<file path="src/rtl/qalu_seq.sv">
// qalu_seq: registered ALU with valid/ready handshakes on input and output.
// Single-cycle ops (ADD/SUB/AND/OR/XOR/SHL/CMP) produce a result one cycle
// after acceptance; MUL is a WIDTH-cycle shift-add.
// Ports:
//   clk, rst_n            clock, asynchronous active-low reset
//   in_valid/in_ready     operand handshake (a, b, select sampled on accept)
//   a, b                  WIDTH-bit unsigned operands
//   select                3-bit opcode
//   out_valid/out_ready   result handshake
//   out                   2*WIDTH-bit registered result
//   carry, zero           result flags (carry = add carry / sub borrow)
//   busy                  high while a multiply is in progress
module qalu_seq #(
    parameter int unsigned WIDTH = 4
) (
    input  logic                 clk,
    input  logic                 rst_n,
    input  logic                 in_valid,
    output logic                 in_ready,
    input  logic [WIDTH-1:0]     a,
    input  logic [WIDTH-1:0]     b,
    input  logic [2:0]           select,
    output logic                 out_valid,
    input  logic                 out_ready,
    output logic [2*WIDTH-1:0]   out,
    output logic                 carry,
    output logic                 zero,
    output logic                 busy
);

    localparam int unsigned OUT_W = 2 * WIDTH;
    localparam int unsigned CNT_W = $clog2(WIDTH + 1);

    localparam logic [2:0] OP_ADD = 3'd0;
    localparam logic [2:0] OP_SUB = 3'd1;
    localparam logic [2:0] OP_AND = 3'd2;
    localparam logic [2:0] OP_OR  = 3'd3;
    localparam logic [2:0] OP_XOR = 3'd4;
    localparam logic [2:0] OP_SHL = 3'd5;
    localparam logic [2:0] OP_CMP = 3'd6;
    localparam logic [2:0] OP_MUL = 3'd7;

    typedef enum logic [1:0] {
        S_IDLE = 2'd0,
        S_MUL  = 2'd1,
        S_HOLD = 2'd2
    } state_e;

    state_e              state_q, state_d;
    logic [OUT_W-1:0]    out_q, out_d;
    logic                carry_q, carry_d;
    logic                zero_q, zero_d;
    logic [OUT_W-1:0]    mcand_q, mcand_d;
    logic [WIDTH-1:0]    mplier_q, mplier_d;
    logic [OUT_W-1:0]    acc_q, acc_d;
    logic [CNT_W-1:0]    cnt_q, cnt_d;

    logic                accept;
    logic [OUT_W-1:0]    a_ext, b_ext;
    logic [OUT_W-1:0]    alu_res;
    logic                alu_carry;
    logic [OUT_W-1:0]    acc_next;

    // HOLD can take a new op in the same cycle its result is consumed
    assign in_ready  = (state_q == S_IDLE) || ((state_q == S_HOLD) && out_ready);
    assign accept    = in_valid && in_ready;
    assign out_valid = (state_q == S_HOLD);
    assign busy      = (state_q == S_MUL);
    assign out       = out_q;
    assign carry     = carry_q;
    assign zero      = zero_q;

    // Single-cycle datapath
    always_comb begin
        a_ext     = OUT_W'(a);
        b_ext     = OUT_W'(b);
        alu_res   = '0;
        alu_carry = 1'b0;
        case (select)
            OP_ADD: begin
                alu_res   = a_ext + b_ext;
                alu_carry = alu_res[WIDTH];
            end
            OP_SUB: begin
                alu_res   = a_ext - b_ext;
                alu_carry = (a < b);
            end
            OP_AND:  alu_res = a_ext & b_ext;
            OP_OR:   alu_res = a_ext | b_ext;
            OP_XOR:  alu_res = a_ext ^ b_ext;
            OP_SHL:  alu_res = a_ext << b;
            OP_CMP: begin
                if (a > b)       alu_res = OUT_W'(2);
                else if (a == b) alu_res = OUT_W'(1);
                else             alu_res = '0;
            end
            default: alu_res = '0;
        endcase
    end

    // Partial product including the current multiplier bit
    assign acc_next = acc_q + (mplier_q[0] ? mcand_q : '0);

    // Next-state logic
    always_comb begin
        state_d  = state_q;
        out_d    = out_q;
        carry_d  = carry_q;
        zero_d   = zero_q;
        mcand_d  = mcand_q;
        mplier_d = mplier_q;
        acc_d    = acc_q;
        cnt_d    = cnt_q;

        case (state_q)
            S_IDLE: ;
            S_MUL: begin
                acc_d    = acc_next;
                mcand_d  = mcand_q << 1;
                mplier_d = mplier_q >> 1;
                cnt_d    = cnt_q - CNT_W'(1);
                if (cnt_q == CNT_W'(1)) begin
                    out_d   = acc_next;
                    zero_d  = (acc_next == '0);
                    carry_d = 1'b0;
                    state_d = S_HOLD;
                end
            end
            S_HOLD: begin
                if (out_ready) state_d = S_IDLE;
            end
            default: state_d = S_IDLE;
        endcase

        // Acceptance overrides the consume transition out of HOLD
        if (accept) begin
            if (select == OP_MUL) begin
                mcand_d  = a_ext;
                mplier_d = b;
                acc_d    = '0;
                cnt_d    = CNT_W'(WIDTH);
                state_d  = S_MUL;
            end else begin
                out_d    = alu_res;
                carry_d  = alu_carry;
                zero_d   = (alu_res == '0);
                state_d  = S_HOLD;
            end
        end
    end

    // State and datapath registers
    always_ff @(posedge clk or negedge rst_n) begin
        if (!rst_n) begin
            state_q  <= S_IDLE;
            out_q    <= '0;
            carry_q  <= 1'b0;
            zero_q   <= 1'b0;
            mcand_q  <= '0;
            mplier_q <= '0;
            acc_q    <= '0;
            cnt_q    <= '0;
        end else begin
            state_q  <= state_d;
            out_q    <= out_d;
            carry_q  <= carry_d;
            zero_q   <= zero_d;
            mcand_q  <= mcand_d;
            mplier_q <= mplier_d;
            acc_q    <= acc_d;
            cnt_q    <= cnt_d;
        end
    end

endmodule

</file>
<file path="config.mk">
export PLATFORM = sky130hd
export DESIGN_NAME = qalu_seq
export DESIGN_NICKNAME = d
export VERILOG_FILES = /design/src/rtl/qalu_seq.sv
export SDC_FILE = /design/constraint.sdc
export NUM_CORES = 1
export LEC_CHECK = 0
export ABC_AREA = 1
export CORE_MARGIN = 3
export CORE_UTILIZATION = 55
export CTS_CLUSTER_SIZE = 20
export DETAILED_ROUTE_END_ITERATION = 8
export PLACE_DENSITY = 0.77
export SYNTH_ARGS = -nofsm -noshare
export SYNTH_HDL_FRONTEND = slang
export SYNTH_SLANG_ARGS = --single-unit
</file>
<file path="constraint.sdc">
create_clock -name clk -period 4.3 [get_ports clk]
set_clock_uncertainty 0.1 [all_clocks]
set_input_delay 0.43 -clock clk [delete_from_list [all_inputs] [get_ports clk]]
set_output_delay 0.43 -clock clk [all_outputs]
set_load 0.02 [all_outputs]
</file>
Word level (Yosys, flattened, before mapping)
Cells that the tools add are included.
{ "op_classes": {"addsub": 4, "n_lt_le_gt_ge": 2, "n_eq_ne": 14, "shifts": 1, "muxes": 34, "n_bitwise": 3, "reduce_logical": 8} }
{ "op_table": {"columns": ["cell", "count"], "rows": [
  ["8-bit 2-to-1 mux", 11],
  ["8-bit case mux with 7 select lines", 1],
  ["8-bit zero test", 2],
  ["3-bit == test, second input constant", 4],
  ["4-bit 2-to-1 mux", 3],
  ["2-bit 2-to-1 mux", 5],
  ["1-bit 2-to-1 mux", 9],
  ["3-bit 2-to-1 mux", 3],
  ["8-bit adder", 1],
  ["4-bit by 4-bit << shifter with 8-bit output", 1],
  ["3-bit by 1-bit == test with 1-bit output, second input constant", 2],
  ["3-bit by 2-bit == test with 1-bit output, second input constant", 2],
  ["3-bit by 1-bit inequality test with 1-bit output, second input constant", 2],
  ["2-bit case mux with 3 select lines", 1],
  ["4-bit by 4-bit adder with 5-bit output", 1],
  ["4-bit by 4-bit subtractor with 5-bit output", 1],
  ["4-bit AND", 1],
  ["4-bit == test", 1],
  ["4-bit > comparator", 1],
  ["4-bit < comparator", 1],
  ["4-bit OR", 1],
  ["4-bit bitwise XOR", 1],
  ["3-bit zero test", 1],
  ["3-bit AND reduction", 1],
  ["other kinds (8)", 9]
]} }
{ "totals": {"ff_bits": 35, "input_bits": 15, "out_inout_bits": 13, "elab_cells": 74} }

Logic depth before layout (Yosys ltp)
Gate-level depths: netlist of the first run.
{ "depth": {"ltp_word": 7, "ltp_mapped": 16, "ltp_nobuf": 15} }

Least setup slack after synthesis of the first run
Ideal clock, no wire load.
{ "synth_path": {"path_kind": "flip-flop to flip-flop", "startpoint": "register mplier_q[0]", "endpoint": "register zero_q, in the netlist zero", "setup_time_ns": 0.065, "t_arrival_ns": 1.848, "t_required_ns": 4.135, "path_slack_ns": 2.288, "stages_incl_launch_ff": 17, "path_buffers": 1, "synth_period_minus_slack_ns": 2.012, "path_cell_list": "dfrtp_1 -> buf_2 -> nand2_1 -> inv_1 -> ha_1 -> fa_1 -> inv_1 -> nand2_1 -> nand2_1 -> nand2_1 -> nor2_1 -> nand3_1 -> nor2_1 -> nand3_1 -> nand2_1 -> nand2_1 -> nand2_1"} }
{ "synth_between": {"elab_chain_cells": 7} }
{ "synth_rtl": {"columns": ["item", "line", "rtl"], "rows": [
  ["from (decl)", "54", "logic [WIDTH-1:0] mplier_q, mplier_d;"],
  ["from (signal assigned)", "169", "mplier_q <= mplier_d;"],
  ["8-bit 2-to-1 mux (*)", "102", "assign acc_next = acc_q + (mplier_q[0] ? mcand_q : '0);"],
  ["8-bit adder (*)", "102", null],
  ["8-bit zero test (*)", "124", "zero_d = (acc_next == '0);"],
  ["1-bit 2-to-1 mux (*)", "122", "if (cnt_q == CNT_W'(1)) begin"],
  ["1-bit 2-to-1 mux (*)", "115", "case (state_q)"],
  ["1-bit 2-to-1 mux", "137", "if (select == OP_MUL) begin"],
  ["1-bit 2-to-1 mux (*)", "136", "if (accept) begin"],
  ["net zero_d", "52", "logic zero_q, zero_d;"],
  ["to (signal assigned)", "167", "zero_q <= zero_d;"],
  ["to (decl)", "52", null]
]} }
Mark *: on every way through the listed nets, which the timed path passes. The rest lies on a longest branch.
A chain may end at the register's enable or synchronous reset.

Worst setup path after layout of the first run
{ "layout_path": {"startpoint": "register state_q[1]", "endpoint": "output busy"} }
{ "layout_between": {"elab_chain_cells": 1} }
{ "layout_rtl": {"columns": ["item", "line", "rtl"], "rows": [
  ["from (decl)", "49", "state_e state_q, state_d;"],
  ["from (signal assigned)", "164", "state_q <= state_d;"],
  ["2-bit by 1-bit == test with 1-bit output", "68", "assign busy = (state_q == S_MUL);"],
  ["to (decl)", "28", "output logic busy"]
]} }
No other way between the ends.

==> results of run 1 <==
-- cell type report --
cell class              count  area share [%]
clock buffers               7            2.92
clock inverters             1           0.227
inverters                  62            7.50
multi-input cells         310            51.6
flip-flops and latches     35            26.5
well taps                  67            2.54
repair buffers             29            8.64
-- layer usage --
metal  GRT usage (%)  routed length, µm
met5               0                  0
met2            40.7               3290
met4            4.20                 24
met1            35.2               3510
met3            3.56                431
-- synth_stat cells (4+ instances only) --
cell type / n / area, µm²
a211oi_1: 5 / 37.5
a21oi_1: 21 / 105
a31oi_1: 5 / 31.3
buf_2: 8 / 40.0
dfrtp_1: 35 / 876
ha_1: 22 / 275
inv_1: 54 / 203
inv_2: 6 / 22.5
nand2_1: 121 / 454
nand3_1: 28 / 140
nand4_1: 7 / 43.8
nor2_1: 40 / 150
nor2_2: 4 / 25.0
nor3_1: 4 / 20.0
o211ai_1: 6 / 45.0
o21ai_0: 15 / 75.1
o21ai_1: 5 / 25.0
-- tightest hold or removal path, stage by stage, from the launching register on --
cell	delay, ns
dfrtp_1	0.36
xor2_1	0.07
nand2_1	0.06
-- cell families after synthesis --
logic type	count (synthesis)	share of synthesized area [%]
compound gates	64	12.9
xor+xnor	2	0.604
buf+inv	75	11.0
fa+ha+maj	25	11.6
flops	35	30.2
simple gates	219	33.7
-- metrics by stage --
stage | area, µm² | util [%] | instances | hold WS (ns)
after global routing | 3300 | 67.2 | 511 | 0.455
after detailed placement | 3200 | 65.1 | 503 | 0.399
after CTS | 3300 | 67.2 | 511 | 0.422
final | 3300 | 67.2 | 511 | 0.421
after floorplan | 2900 | - | 420 | 0.0344
after global placement | 3200 | 65.1 | 503 | 0.399
-- power by group through the flow --
stage / clock network [mW] / logic, mW / registers [mW]
final: 0.271 / 1.07 / 0.592
after floorplan: 0 / 0.709 / 0.617
after CTS: 0.274 / 1.06 / 0.593
after global placement: 0 / 1.03 / 0.590
after global routing: 0.284 / 1.20 / 0.614
after detailed placement: 0 / 1.05 / 0.598
-- sequential cells by signal, indices dropped and copies added (netlist names) --
name / flops
state_q: 2
carry: 1
mplier_q: 4
out: 8
zero: 1
mcand_q: 8
acc_q: 8
cnt_q: 3
-- path summary, 6_finish.rpt --
kind / startpoint / to / slack, ns / cells after the start
worst max-delay path: state_q[1] / busy / 1.57 / 4
worst min-delay path: cnt_q[2] / cnt_q[2] / 0.42 / 2
worst max register to register: mplier_q[0] / zero / 2.00 / 15
worst min register to register: cnt_q[2] / cnt_q[2] / 0.42 / 2
max in group asynchronous: rst_n / mplier_q[3] / 3.32 / 2
min in group asynchronous: rst_n / acc_q[1] / 0.45 / 2
==> impl_metrics.toml, run 1 <==
[run_status]
status = "completed"

[layout]
final_cell_mix = "nand2_1, inv_1, nor2_1"
final_nets = 483
mostFrequentLayoutCell = "nand2_1"
seq_area_um2 = 876
drive_gt1_share_pct = 8.11
insertedDiodeCount = 0
nFillCells = 436
syn2layout_area_growth_pct = 13.8
multiInputGateArea_um2 = 1710

[critical_path]
path_delay_family = "buffers and inverters"
path_class = "flip-flop to output port"
startpoint_type = "flip-flop"
worst_ep_arrival_time_ns = 2.20
cpMaxStageDelayCell = "clkdlybuf4s50_1"
crit_path_max_incr_delay_ns = 0.69
critPathBufInv = 3
crit_path_max_fanout = 28
cp-end-kind = "output port"
worstPathCellList = "inv_1, nand2_2, inv_2, clkdlybuf4s50_1"
worst_ep_required_time_ns = 3.77

[pwr]
leakagePower_nw = 1.70
pwr-share-clk_pct = 14.0
peakVddDrop_mv = 0.385
p_per_area_nw_per_um2 = 584
power_frac_comb_pct = 55.2
pwr-share-seq_pct = 30.7
power.share.switching_pct = 46.2
switchingPower_mw = 0.891
p_int_mw = 1.04
p_total_mw = 1.93

[placement]
io_buffers = 27
pre_cts_ws_ns = 1.53
place_hpwl_mm = 5.69
routabilityCongestion = 0.924

[sta]
rsz0062_at_grt = "false"
finalSetupViolCount = 0
fmax_ghz = 0.367
worst-slew-pin-transition_ns = 0.895
finalWorstSetupSlack_ns = 1.57
tns_ns = 0
slew_headroom_pct = 40.1
period_needed_ns = 2.73
period_share_pct = 63.4
slew_viol_final = 0
hold_viol_final = 0

[yosys]
ys_warn_count = 0
syn-cell-area_um2 = 2900
synth_ff_type = "dfrtp_1"
syn-instance-count = 420
synthDistinctLibCells = 37
syn_nets = 460
syn_area_per_cell_um2 = 6.91
yosysSeqAreaShare_pct = 30.2
synthArstFlopShare_pct = 100
synth-edff-count = 0
synth_seq_cells = 35

[detailed_routing]
antenna_left = 0
vias = 2766
drt-initial-drc-count = 196
dr.pass1.iters = 5
drc = 0
routedWlPerCell_um = 14.2
wirelength_mm = 7.26
via_per_inst = 5.41

[clock_network]
cts_htree_levels = 2
cts_tree = "built"
cts_resized = 0
cts_setup_buffers = 0
cts.clk_slew.worst_paths_ns = 0.07
clk_latency_ns = 0.29
clock_sinks = 35
holdBufCountCts = 0
cts_buffers = 5
clock-root-buffer = "clkbuf_8"
cts_max_path_buffers = 2

[floorplanning]
dieArea_um2 = 6180
die_y_um = 78.6
die_w_um = 78.6
ios = 28
row_count = 25
start_util_pct = 59.1
coreArea_um2 = 4910

[global_route]
grt_first_pass_wirelength_mm = 12.2
grt.overflow.total = 0
grt_use_total_pct = 24.8
antenna_found_initial = 0
grt_max_degree = 36
first_global_vias = 2571

[flow_run]
cap_viol_max_count = 0

[worst_hold_path]
hold_class = "flip-flop to flip-flop"
(Power assumes the default switching activity.)
==> inputs of run 2 (changes only) <==
==> constraint.sdc (replaced) <==
create_clock -name clk -period 2.7 [get_ports clk]
set_clock_uncertainty 0.1 [all_clocks]
set_input_delay 0.27 -clock clk [delete_from_list [all_inputs] [get_ports clk]]
set_output_delay 0.27 -clock clk [all_outputs]
set_load 0.02 [all_outputs]
==> run 2 against run 1 <==
- clock-buffer cell count fell by 2
- sequential cell count did not move
- design area rose by 1.3%
- register-to-register slack got worse by 1.6 ns
- clock power rose by 47%
- total power rose by 56%
- cell count rose by 1.4%
- via count fell by 3.8%
- first-iteration DRC count fell by 35%
- critical path type is now flip-flop to flip-flop
- critical endpoint is now zero
==> impl_metrics.toml, run 2 (synthesis gave the netlist of run 1 again) <==
[floorplanning]
dieArea_um2 = 6180
die_w_um = 78.6
die_y_um = 78.6
ios = 28
row_count = 25
coreArea_um2 = 4910
start_util_pct = 59.1

[critical_path]
cp-end-kind = "flip-flop"
worst_ep_arrival_time_ns = 2.47
crit_path_max_fanout = 9
startpoint_type = "flip-flop"
path_class = "flip-flop to flip-flop"
cp_common_cell = "nand2_1"
crit_path_max_incr_delay_ns = 0.48
worst_ep_required_time_ns = 2.83
worstPathCellList = "nand2_1, inv_1, ha_1, fa_1, inv_1, nand2_1, nand2_1, nand2_1, nor2_1, nand3_1, nor2_1, nand3_1, nand2_1, nand2_1, nand2_1"
cpMaxStageDelayCell = "dfrtp_1"

[layout]
nFillCells = 457
syn2layout_area_growth_pct = 15.3
final_cell_mix = "nand2_1, inv_1, nor2_1"
drive_gt1_share_pct = 9.53
utilization_pct = 68.1
fin_area_um2 = 3340
final_cells = 518
final_nets = 490
mostFrequentLayoutCell = "nand2_1"
insertedDiodeCount = 0

[clock_network]
clock_sinks = 35
clock-root-buffer = "clkbuf_8"
cts_setup_buffers = 0
holdBufCountCts = 0
cts_max_path_buffers = 2
cts_htree_levels = 2
cts.clk_slew.worst_paths_ns = 0.08
cts_tree = "built"
cts_buffers = 5
cts_resized = 0
clk_latency_ns = 0.30

[sta]
rsz0062_at_grt = "false"
slew_viol_final = 0
tns_ns = 0
period_needed_ns = 2.34
slew_headroom_pct = 67.6
fmax_ghz = 0.428
period_share_pct = 86.6
hold_viol_final = 0
finalSetupViolCount = 0
worst-slew-pin-transition_ns = 0.485

[placement]
io_buffers = 27
routabilityCongestion = 0.931
placedInstanceArea_um2 = 3250
place_hpwl_mm = 5.47
dp.cells = 510

[run_status]
status = "completed"

[flow_run]
cap_viol_max_count = 0

[global_route]
antenna_found_initial = 0
grt_first_pass_wirelength_mm = 11.9
grt_max_degree = 36
first_global_vias = 2488
grt_use_total_pct = 24.2
grt.overflow.total = 0

[detailed_routing]
drt-initial-drc-count = 128
drc = 0
wirelength_mm = 6.98
vias = 2662
routedWlPerCell_um = 13.5
antenna_left = 0
via_per_inst = 5.14
dr.pass1.iters = 5

[pwr]
leakagePower_nw = 1.72
p_per_area_nw_per_um2 = 902
peakVddDrop_mv = 0.563

[worst_hold_path]
hold_class = "input pin to asynchronous set/reset pin"
-- run 2: cell count changes in the layout (fill, tap and decap cells not counted), sizes merged --
cell      before  now
clkbuf         7    5
buf            2    9
inv           61   62
clkinvlp       1    2
-- run 2: final timing paths --
check,startpoint,end,slack (ns),cells after the start
min,rst_n,out[7],0.29,2
min reg2reg,carry,carry,0.42,2
max,mplier_q[0],zero,0.36,15
max in group asynchronous,rst_n,mcand_q[3],1.89,2
max reg2reg,mplier_q[0],zero,0.36,15
min in group clk,carry,carry,0.42,2
-- run 2: routing by layer --
layer	wire, µm	up-vias	part of all wire (%)	global-route usage, %
met4	104	0	1.5	5.24
li1	-	1402	-	-
met1	3470	1181	50	35.1
met5	0	-	0	0
met3	355	11	5.1	3.90
met2	3040	68	44	37.7
-- run 2: through the flow --
step	hold WS, ns	power (mW)	setup slack (ns)
detailed placement	0.401	2.62	0.258
global placement	0.400	2.58	0.292
global route	0.322	3.30	0.165
CTS	0.303	3.02	0.364
finish	0.286	3.02	0.362
floorplan	-0.126	2.11	0.688
-- run 2: critical path, delay by kind of cell (launching register included) --
family                   cells  cell delay [ns]
adder cells (fa/ha/maj)      2             0.67
buffers and inverters        2             0.11
flip-flops                   1             0.48
AND/OR/NAND/NOR             11             0.90
-- run 2: report_power, final --
group	internal (mW)	switching [mW]	total (mW)
sequential	0.772	0.162	0.935
combinational	0.660	1.02	1.68
clock	0.185	0.215	0.399
-- run 2: area by class of cell --
cell class              count  area (µm²)  share of cell area [%]
multi-input cells         310        1710                    51.0
inverters                  62         248                    7.41
well taps                  67        83.8                    2.51
clock inverters             3        23.8                   0.711
clock buffers               5        68.8                    2.06
flip-flops and latches     35         876                    26.2
repair buffers             36         338                    10.1
